[src/rtl/medac_pkg.sv]
// Shared types for the MEDAC error monitor: FSM states, clk_sel codes
// and the fixed report priority used when several channels fire at once.
package medac_pkg;

  typedef enum logic [1:0] {
    ST_IDLE    = 2'd0,
    ST_OBSERVE = 2'd1,
    ST_REPORT  = 2'd2,
    ST_HOLD    = 2'd3
  } state_e;

  localparam logic [1:0] SEL_LEAD = 2'b00;
  localparam logic [1:0] SEL_ORIG = 2'b01;
  localparam logic [1:0] SEL_LAG  = 2'b10;

  typedef struct packed {
    logic lag;
    logic orig;
    logic lead;
  } err_t;

  // Lagging wins, then leading, then origin.
  function automatic err_t prio_pick(input err_t hit);
    err_t r;
    r = '0;
    priority case (1'b1)
      hit.lag:  r.lag  = 1'b1;
      hit.lead: r.lead = 1'b1;
      hit.orig: r.orig = 1'b1;
      default:  r      = '0;
    endcase
    return r;
  endfunction

endpackage

[src/rtl/sat_counter.sv]
// Per-channel saturating mismatch counter; o_at_thresh looks at the
// value this edge would store, so a channel can fire on the sample itself.
module sat_counter #(
  parameter int W      = 6,
  parameter int THRESH = 4
) (
  input  logic         i_clk,
  input  logic         i_rst_n,
  input  logic         i_inc,
  input  logic         i_clr,
  output logic [W-1:0] o_count,
  output logic         o_at_thresh
);

  localparam logic [W-1:0] MAX = '1;

  logic [W-1:0] r_cnt;
  logic [W-1:0] w_next;

  assign w_next = (i_inc && r_cnt != MAX) ? r_cnt + 1'b1 : r_cnt;

  assign o_at_thresh = (w_next >= W'(THRESH));
  assign o_count     = r_cnt;

  always_ff @(posedge i_clk or negedge i_rst_n) begin
    if (!i_rst_n) begin
      r_cnt <= '0;
    end else if (i_clr) begin
      r_cnt <= '0;
    end else begin
      r_cnt <= w_next;
    end
  end

endmodule

[src/rtl/err_monitor.sv]
// Filters shadow-compare mismatches over a window and emits one-cycle
// phase error reports, then holds off while the controller settles.
module err_monitor
  import medac_pkg::*;
#(
  parameter int WINDOW  = 64,
  parameter int CNT_W   = 6,
  parameter int THRESH  = 4,
  parameter int HOLDOFF = 8,
  parameter int TOT_W   = 16
) (
  input  logic             clk,
  input  logic             rst_n,
  input  logic             en,
  input  logic             mismatch_lagging,
  input  logic             mismatch_origin,
  input  logic             mismatch_leading,
  input  logic [1:0]       clk_sel,
  output logic             error_lagging,
  output logic             error_origin,
  output logic             error_leading,
  output logic [TOT_W-1:0] report_total,
  output logic             busy
);

  localparam int WW = $clog2(WINDOW);
  localparam int HW = (HOLDOFF > 1) ? $clog2(HOLDOFF) : 1;

  state_e           r_state;
  logic [1:0]       r_sel_q;
  logic [WW-1:0]    r_win;
  logic [HW-1:0]    r_hold;
  err_t             r_err;
  logic             r_busy;
  logic [TOT_W-1:0] r_total;

  logic               w_phase;
  logic               w_live;
  logic [2:0]         w_inc;
  logic [2:0]         w_hit;
  logic               w_fire;
  logic               w_expire;
  logic               w_clr;
  err_t               w_pick;
  logic [3*CNT_W-1:0] w_unused_cnt;

  assign w_phase = (clk_sel != r_sel_q);
  // Evidence only counts while observing under a stable phase.
  assign w_live  = en && (r_state == ST_OBSERVE) && !w_phase;

  assign w_inc = {3{w_live}} &
                 {mismatch_lagging, mismatch_origin, mismatch_leading};

  assign w_fire   = w_live && (|w_hit);
  assign w_expire = w_live && (r_win == WW'(WINDOW - 1));
  assign w_clr    = !w_live || w_fire || w_expire;
  assign w_pick   = prio_pick(err_t'(w_hit));

  for (genvar i = 0; i < 3; i++) begin : g_ch
    sat_counter #(
      .W      (CNT_W),
      .THRESH (THRESH)
    ) u_cnt (
      .i_clk       (clk),
      .i_rst_n     (rst_n),
      .i_inc       (w_inc[i]),
      .i_clr       (w_clr),
      .o_count     (w_unused_cnt[i*CNT_W +: CNT_W]),
      .o_at_thresh (w_hit[i])
    );
  end

  always_ff @(posedge clk or negedge rst_n) begin
    if (!rst_n) begin
      r_state <= ST_IDLE;
      r_sel_q <= SEL_ORIG;
      r_win   <= '0;
      r_hold  <= '0;
      r_err   <= '0;
      r_busy  <= 1'b0;
      r_total <= '0;
    end else begin
      r_sel_q <= clk_sel;
      r_err   <= '0;
      if (!en) begin
        r_state <= ST_IDLE;
        r_win   <= '0;
        r_hold  <= '0;
        r_busy  <= 1'b0;
      end else begin
        unique case (r_state)
          ST_IDLE: begin
            r_state <= ST_OBSERVE;
            r_win   <= '0;
          end
          ST_OBSERVE: begin
            if (w_phase) begin
              r_win <= '0;
            end else if (w_fire) begin
              r_state <= ST_REPORT;
              r_err   <= w_pick;
              r_busy  <= 1'b1;
              r_win   <= '0;
              r_total <= (&r_total) ? r_total : r_total + 1'b1;
            end else if (w_expire) begin
              r_win <= '0;
            end else begin
              r_win <= r_win + 1'b1;
            end
          end
          ST_REPORT: begin
            r_state <= ST_HOLD;
            r_hold  <= '0;
          end
          ST_HOLD: begin
            if (r_hold == HW'(HOLDOFF - 1)) begin
              r_state <= ST_OBSERVE;
              r_win   <= '0;
              r_busy  <= 1'b0;
            end else begin
              r_hold <= r_hold + 1'b1;
            end
          end
          default: r_state <= ST_IDLE;
        endcase
      end
    end
  end

  assign error_lagging = r_err.lag;
  assign error_origin  = r_err.orig;
  assign error_leading = r_err.lead;
  assign report_total  = r_total;
  assign busy          = r_busy;

endmodule
[config.mk]
export PLATFORM = sky130hd
export DESIGN_NAME = err_monitor
export DESIGN_NICKNAME = d
export VERILOG_FILES = /design/src/rtl/medac_pkg.sv /design/src/rtl/sat_counter.sv /design/src/rtl/err_monitor.sv
export SDC_FILE = /design/constraint.sdc
export NUM_CORES = 1
export LEC_CHECK = 0
export CAP_MARGIN = 20
export CORE_MARGIN = 2
export CORE_UTILIZATION = 31
export CTS_CLUSTER_SIZE = 30
export DETAILED_ROUTE_END_ITERATION = 8
export GPL_ROUTABILITY_DRIVEN = 0
export PLACE_DENSITY = 0.57
export SETUP_SLACK_MARGIN = 0.02
export SYNTH_ARGS = -nofsm -noshare
export SYNTH_HDL_FRONTEND = slang
export SYNTH_HIERARCHICAL = 1
export SYNTH_SLANG_ARGS = --single-unit
[constraint.sdc]
create_clock -name clk -period 4.1 [get_ports clk]
set_clock_uncertainty 0.1 [all_clocks]
set_input_delay 1.23 -clock clk [delete_from_list [all_inputs] [get_ports clk]]
set_output_delay 1.23 -clock clk [all_outputs]
set_load 0.02 [all_outputs]
**Yosys cells after proc, flatten, opt, wreduce, memory -nomap -nowiden**

Index checks and enable logic that the tools add are counted.

- Add/subtract/negate cells: 6
- Order comparisons: 3
- Equality and inequality tests: 16
- Mux-type cells: 35
- Bitwise logic cells: 3
- Reductions and logical operators: 19

Operator list:

| operator | number |
|---|---|
| $mux W6 | 11 |
| $add A6 B1 Y6 const B | 4 |
| $ge A6 B3 Y1 const B | 3 |
| $mux W3 | 6 |
| $ne A6 B6 Y1 const B | 3 |
| $pmux W6 S3 | 1 |
| $add A16 B1 Y16 const B | 1 |
| $reduce_and A16 Y1 | 1 |
| $ne A3 B3 Y1 const B | 4 |
| $mux W1 | 10 |
| $mux W2 | 4 |
| $pmux W2 S4 | 1 |
| $logic_and A1 B1 Y1 | 7 |
| $eq A6 B6 Y1 const B | 1 |
| $ne A3 B1 Y1 const B | 2 |
| $pmux W3 S2 | 1 |
| $reduce_and A5 Y1 | 1 |
| $eq A2 B2 Y1 const B | 2 |
| $ne A4 B1 Y1 const B | 1 |
| $reduce_and A2 Y1 | 2 |
| $reduce_and A4 Y1 | 1 |
| $add A3 B1 Y3 const B | 1 |
| $and A3 B3 Y3 | 1 |
| $eq A3 B3 Y1 const B | 1 |
| 9 further kinds | 12 |

- Register bits: 51
- Input port bits: 8
- Output and inout bits: 20

**Depth between registers and ports, before layout**

- Depth after elaboration: 14
- Gate-level depth with buffers: 15
- Mapped depth without buffers: 13

**Hierarchy**

Netlist, hierarchy kept.

By module, submodules not included:

| module | instances | cells each | area an instance (um^2) |
|---|---|---|---|
| err_monitor | 1 | 169 | 1,756.7 |
| sat_counter | 3 | 44 | 424.2 |

**Least setup slack after synthesis**

Ideal clock, no wire load.

- Kind: input to register
- From: in clk_sel[1]
- To: reg g_ch[0].u_cnt.r_cnt[1]
- Setup time: 79 ps
- Arrival: 4,224 ps
- Required time: 3,921 ps
- Path slack: -304 ps
- Cell stages on the path: 12
- Path through: xor2_1 -> nor3_1 -> and2_1 -> buf_4 -> nand2_2 -> a2111oi_2 -> o32ai_1 -> nor3_1 -> nor4b_2 -> nand2_1 -> nand2b_1 -> mux2i_1

- Cells in the longest elaborated chain, start to end: 12

Ends and longest elaborated chain:

| element | line | text |
|---|---|---|
| start, declared | err_monitor.sv:18 | `input logic [1:0] clk_sel,` |
| $ne A2 B2 Y1 | err_monitor.sv:47 | `assign w_phase = (clk_sel != r_sel_q);` |
| $logic_not A1 Y1 | err_monitor.sv:49 | `assign w_live = en && (r_state == ST_OBSERVE) && !w_phase;` |
| $logic_and A1 B1 Y1 | err_monitor.sv:49 |  |
| $and A3 B3 Y3 | err_monitor.sv:51 | `assign w_inc = {3{w_live}} &` |
| net w_inc[0] | err_monitor.sv:39 | `logic [2:0] w_inc;` |
| $logic_and A1 B1 Y1 | sat_counter.sv:20 | `assign w_next = (i_inc && r_cnt != MAX) ? r_cnt + 1'b1 : r_cnt;` |
| $mux W6 | sat_counter.sv:20 |  |
| $ge A6 B3 Y1 | sat_counter.sv:22 | `assign o_at_thresh = (w_next >= W'(THRESH));` |
| net w_hit[0] | err_monitor.sv:40 | `logic [2:0] w_hit;` |
| $reduce_or A3 Y1 | err_monitor.sv:54 | `assign w_fire = w_live && (\|w_hit);` |
| $logic_and A1 B1 Y1 | err_monitor.sv:54 |  |
| $logic_or A1 B1 Y1 (2 in series) | err_monitor.sv:56 | `assign w_clr = !w_live \|\| w_fire \|\| w_expire;` |
| net w_clr | err_monitor.sv:43 | `logic w_clr;` |
| $mux W6 | sat_counter.sv:28 | `end else if (i_clr) begin` |
| end signal, assigned | sat_counter.sv:31 | `r_cnt <= w_next;` |
| end, declared | sat_counter.sv:17 | `logic [W-1:0] r_cnt;` |

The timed path passes the listed nets, and every way through them passes these cells.
A chain may end at the register's enable or synchronous reset.

**Worst setup path after layout**

- From: in clk_sel[1]
- To: reg r_total[15] (netlist: report_total[15])

- Cells in the longest elaborated chain, start to end: 10

Ends and longest elaborated chain:

| element | line | text |
|---|---|---|
| $ne A2 B2 Y1 | err_monitor.sv:47 |  |
| $logic_not A1 Y1 | err_monitor.sv:49 |  |
| $logic_and A1 B1 Y1 | err_monitor.sv:49 |  |
| $and A3 B3 Y3 | err_monitor.sv:51 |  |
| net w_inc[0] | err_monitor.sv:39 |  |
| $logic_and A1 B1 Y1 | sat_counter.sv:20 |  |
| $mux W6 | sat_counter.sv:20 |  |
| $ge A6 B3 Y1 | sat_counter.sv:22 |  |
| net w_hit[0] | err_monitor.sv:40 |  |
| $reduce_or A3 Y1 | err_monitor.sv:54 |  |
| $logic_and A1 B1 Y1 | err_monitor.sv:54 |  |
| $reduce_and A5 Y1 (no line) | -- |  |
| end signal, assigned | err_monitor.sv:104 | `r_total <= (&r_total) ? r_total : r_total + 1'b1;` |
| end, declared | err_monitor.sv:35 | `logic [TOT_W-1:0] r_total;` |

The timed path passes the listed nets, and every way through them passes these cells.

==> summary.txt <==
Synth
  – Synth cell count leaders: 50 x dfrtp_1, 24 x nor3_1, 19 x nand3_1
  – Seq cells post-synth: 51
  – Syn_nets: 320
  – Compound-gate portion of the synthesized area: 14.0%
  – Simple-gate area share of the yosys netlist: 25.5%
  – Yosys warns: 6
  – Main synth FF type: dfrtp_1
  – Seq/Total Area, Yosys: 42.2%
  – Area share of the largest cell type after synthesis: 41.3%
  – Cells after synthesis: 301
  – Largest family of logic cells by synthesized area: simple AND/OR/NAND/NOR gates
  – Mux share of post-synthesis cell area: 3.51%
  – Top-count cell post-synth: dfrtp_1
  – Xor and xnor area share after synthesis: 5.20%
  – Adder-cell area share of the yosys netlist: 4.54%
  – Post-synth ARST share: 100%
  – Mapped Area: 3030 sq um
  – Yosys cell types: 53
  – Cell taking the most area after synthesis: dfrtp_1
  – Number of enable flip-flop cells after synthesis: 0
  – Post-synthesis average cell area: 10.1 sq um
  – Top post-synthesis cells by area: dfrtp_1 41%, xor2_1 4.9%, ha_1 4.5%, nor3_1 4.0%, nand3_1 3.1%

Clocking
  – Clock transition at the registers of the reported paths: 90 ps
  – Clock Latency Late Sink: 310 ps
  – Hold buffer count at cts: 0
  – H-Tree Depth: 2
  – CTS tree: yes
  – Root buf cell: clkbuf_8
  – Clk sinks: 51
  – Clk buf depth: 2
  – CTS buffer count: 5

Floorplanning
  – Num rows: 36
  – Core area: 9640 sq um
  – Full die area: 10600 sq um
  – I/O pin count: 28
  – Die width: 103 microns
  – Die Y-Extent: 103 microns
  – Starting Density: 31.4%

Final layout
  – Total Nets Final: 371
  – Filler cells: 966
  – Share of cells above drive strength 1: 24.4%
  – N_diodes: 0
  – Multi-input logic area: 1770 sq um
  – FF/Latch Area: 1280 sq um
  – Synthesis-to-layout area growth: 28.5%

Power
  – Switching Share: 26.1%
  – Seq pwr share: 46.3%
  – Clock Power Share: 36.6%
  – LEAKAGE: 1.63 nW
  – Peak VDD IR: 0.000201 V
  – PD cells: 293 nW/um^2
  – Gate power share: 17.1%
  – P_sw: 298 uW
  – Power Internal: 843 uW

Placed design
  – Estimated wirelength of the detail-placed design: 4.55 mm
  – Number of port buffers: 27
  – Worst slack, placed: -685 ps

Flow run
  – Max_cap viols: 0

GRT
  – Largest net degree at the start of global routing: 31
  – GRT Total Usage: 13.1%
  – Vias in the first global route: 2325
  – Antenna violations before repair: 0
  – First-pass GRT wire length: 11.1 mm
  – GRT overflow: 0

Critical path
  – CP startpoint kind: primary input
  – Critical Path End Type: flop
  – Crit path kind: in -> reg
  – CP required: 4230 ps
  – FF-to-FF setup slack: 880 ps
  – Critical Path AT: 4080 ps
  – Critical Path Fanout Max: 12

Routing
  – Pre-antenna DRT Iters: 5
  – Routed len/inst: 13.9 microns
  – Via count: 2548
  – DRT antenna net count: 0
  – DRT Wirelength: 6.77 mm
  – Initial DRC count: 116
  – Routed vias/inst: 5.24
  – DRC: 0

Timing
  – Final Hold Viols: 0
  – Least-Margin Pin Slew: 536 ps
  – Count of final max-slew check failures: 0
  – Final WS setup: 152 ps
  – Final setup vio count: 0
  – Hold Slack: 394 ps
  – Crit path time final: 3950 ps
  – Max Clock Freq: 253 MHz
  – Slew Limit Headroom: 64.3%
  – Fin crit share: 96.3%

Min path
  – Worst Hold Class: reg -> reg

Status
  – Status: finished, final reports clean
==> routing by layer <==
layer / global-route usage (%) / vias to the layer above / wire, microns
met2: 21.5 / 58 / 3230
met5: 0 / - / 0
li1: - / 1231 / -
met1: 17.9 / 1250 / 3250
met4: 3.34 / 0 / 83
met3: 2.31 / 9 / 205
==> flip-flops by register name, summed over array words and instances, names as in the netlist <==
name,cells
r_hold,3
error_origin,1
g_ch.u_cnt/o_count,18
error_lagging,1
r_sel_q,2
r_state,2
error_leading,1
r_win,6
report_total,16
busy,1
==> worst paths after layout <==
path,start,end,cells past startpoint
setup / recovery,clk_sel[1],report_total[15],13
hold / removal,report_total[15],report_total[15],1
setup reg to reg,r_state[1],r_win[5],14
hold reg to reg,report_total[15],report_total[15],1
max in group asynchronous,rst_n,g_ch[0].u_cnt/o_count[5],2
min in group asynchronous,rst_n,g_ch[1].u_cnt/o_count[4],1
==> area by class of cell <==
| class | instances | area share [%] |
|---|---|---|
| Multi-Input combinational cell | 227 | 45.5 |
| Clock inverter | 3 | 1.74 |
| Inverter | 8 | 0.772 |
| Tap cell | 133 | 4.28 |
| Clock buffer | 5 | 1.77 |
| Timing Repair Buffer | 59 | 13.2 |
| Sequential cell | 51 | 32.8 |
==> cells in the final DEF (no fill, tap or decap), types with 5 or more instances in the layout <==
cell              n
nor2_1            8
nor3_1           22
mux2i_1           5
dfrtp_1          50
nor4_1            5
ha_1             11
nand3_1          19
a211oi_1          9
and3_1           10
xor2_1           15
a41oi_1           6
a21oi_1          12
nand2_1          17
clkdlybuf4s50_1  25
nand4_1           8
clkbuf_8          5
inv_1             8
nand2b_1          6
buf_4            31
==> logic make-up after synthesis <==
family / count (synthesis)
flip-flops: 51
buffers and inverters: 24
adder cells (fa/ha/maj): 11
multiplexers: 9
XOR/XNOR: 18
AO/OA/AOI/OAI: 57
AND/OR/NAND/NOR: 131
==> through the flow <==
stage	cell area, sq um	total power, mW	util [%]	TNS, ps	std cells
after floorplan	3050	0.651	-	0	301
after global placement	3560	0.721	36.9	-16530	471
after detailed placement	3560	0.723	36.9	-23610	471
after CTS	3750	1.16	38.9	0	481
after global routing	3890	1.21	40.4	-40.8	486
final	3890	1.14	40.4	0	486
==> what timing repair did <==
action | CTS | global route
cloned | 0 | 1
endpoints found under the setup margin | 43 | 41
pin swaps | 2 | 8
setup buffers | 2 | 4
gates resized for setup | 5 | 20
==> power groups by stage <==
stage | Combinational [mW] | Sequential, mW | Clock [mW]
after global routing | 0.221 | 0.531 | 0.457
after floorplan | 0.115 | 0.536 | 0
after CTS | 0.189 | 0.528 | 0.438
after global placement | 0.184 | 0.538 | 0
after detailed placement | 0.184 | 0.539 | 0
final | 0.195 | 0.528 | 0.418
==> worst max-delay path: stages <==
cell and delay, ps:
clkdlybuf4s50_1 510, xor2_2 180, nor3_2 50, buf_4 150
and2_2 230, nand2_2 110, nor4_1 70, o32ai_2 330
nor3_2 100, or4_1 430, buf_6 170, nor4_1 350
xor2_1 170
Power figures use the tool's default switching activity.
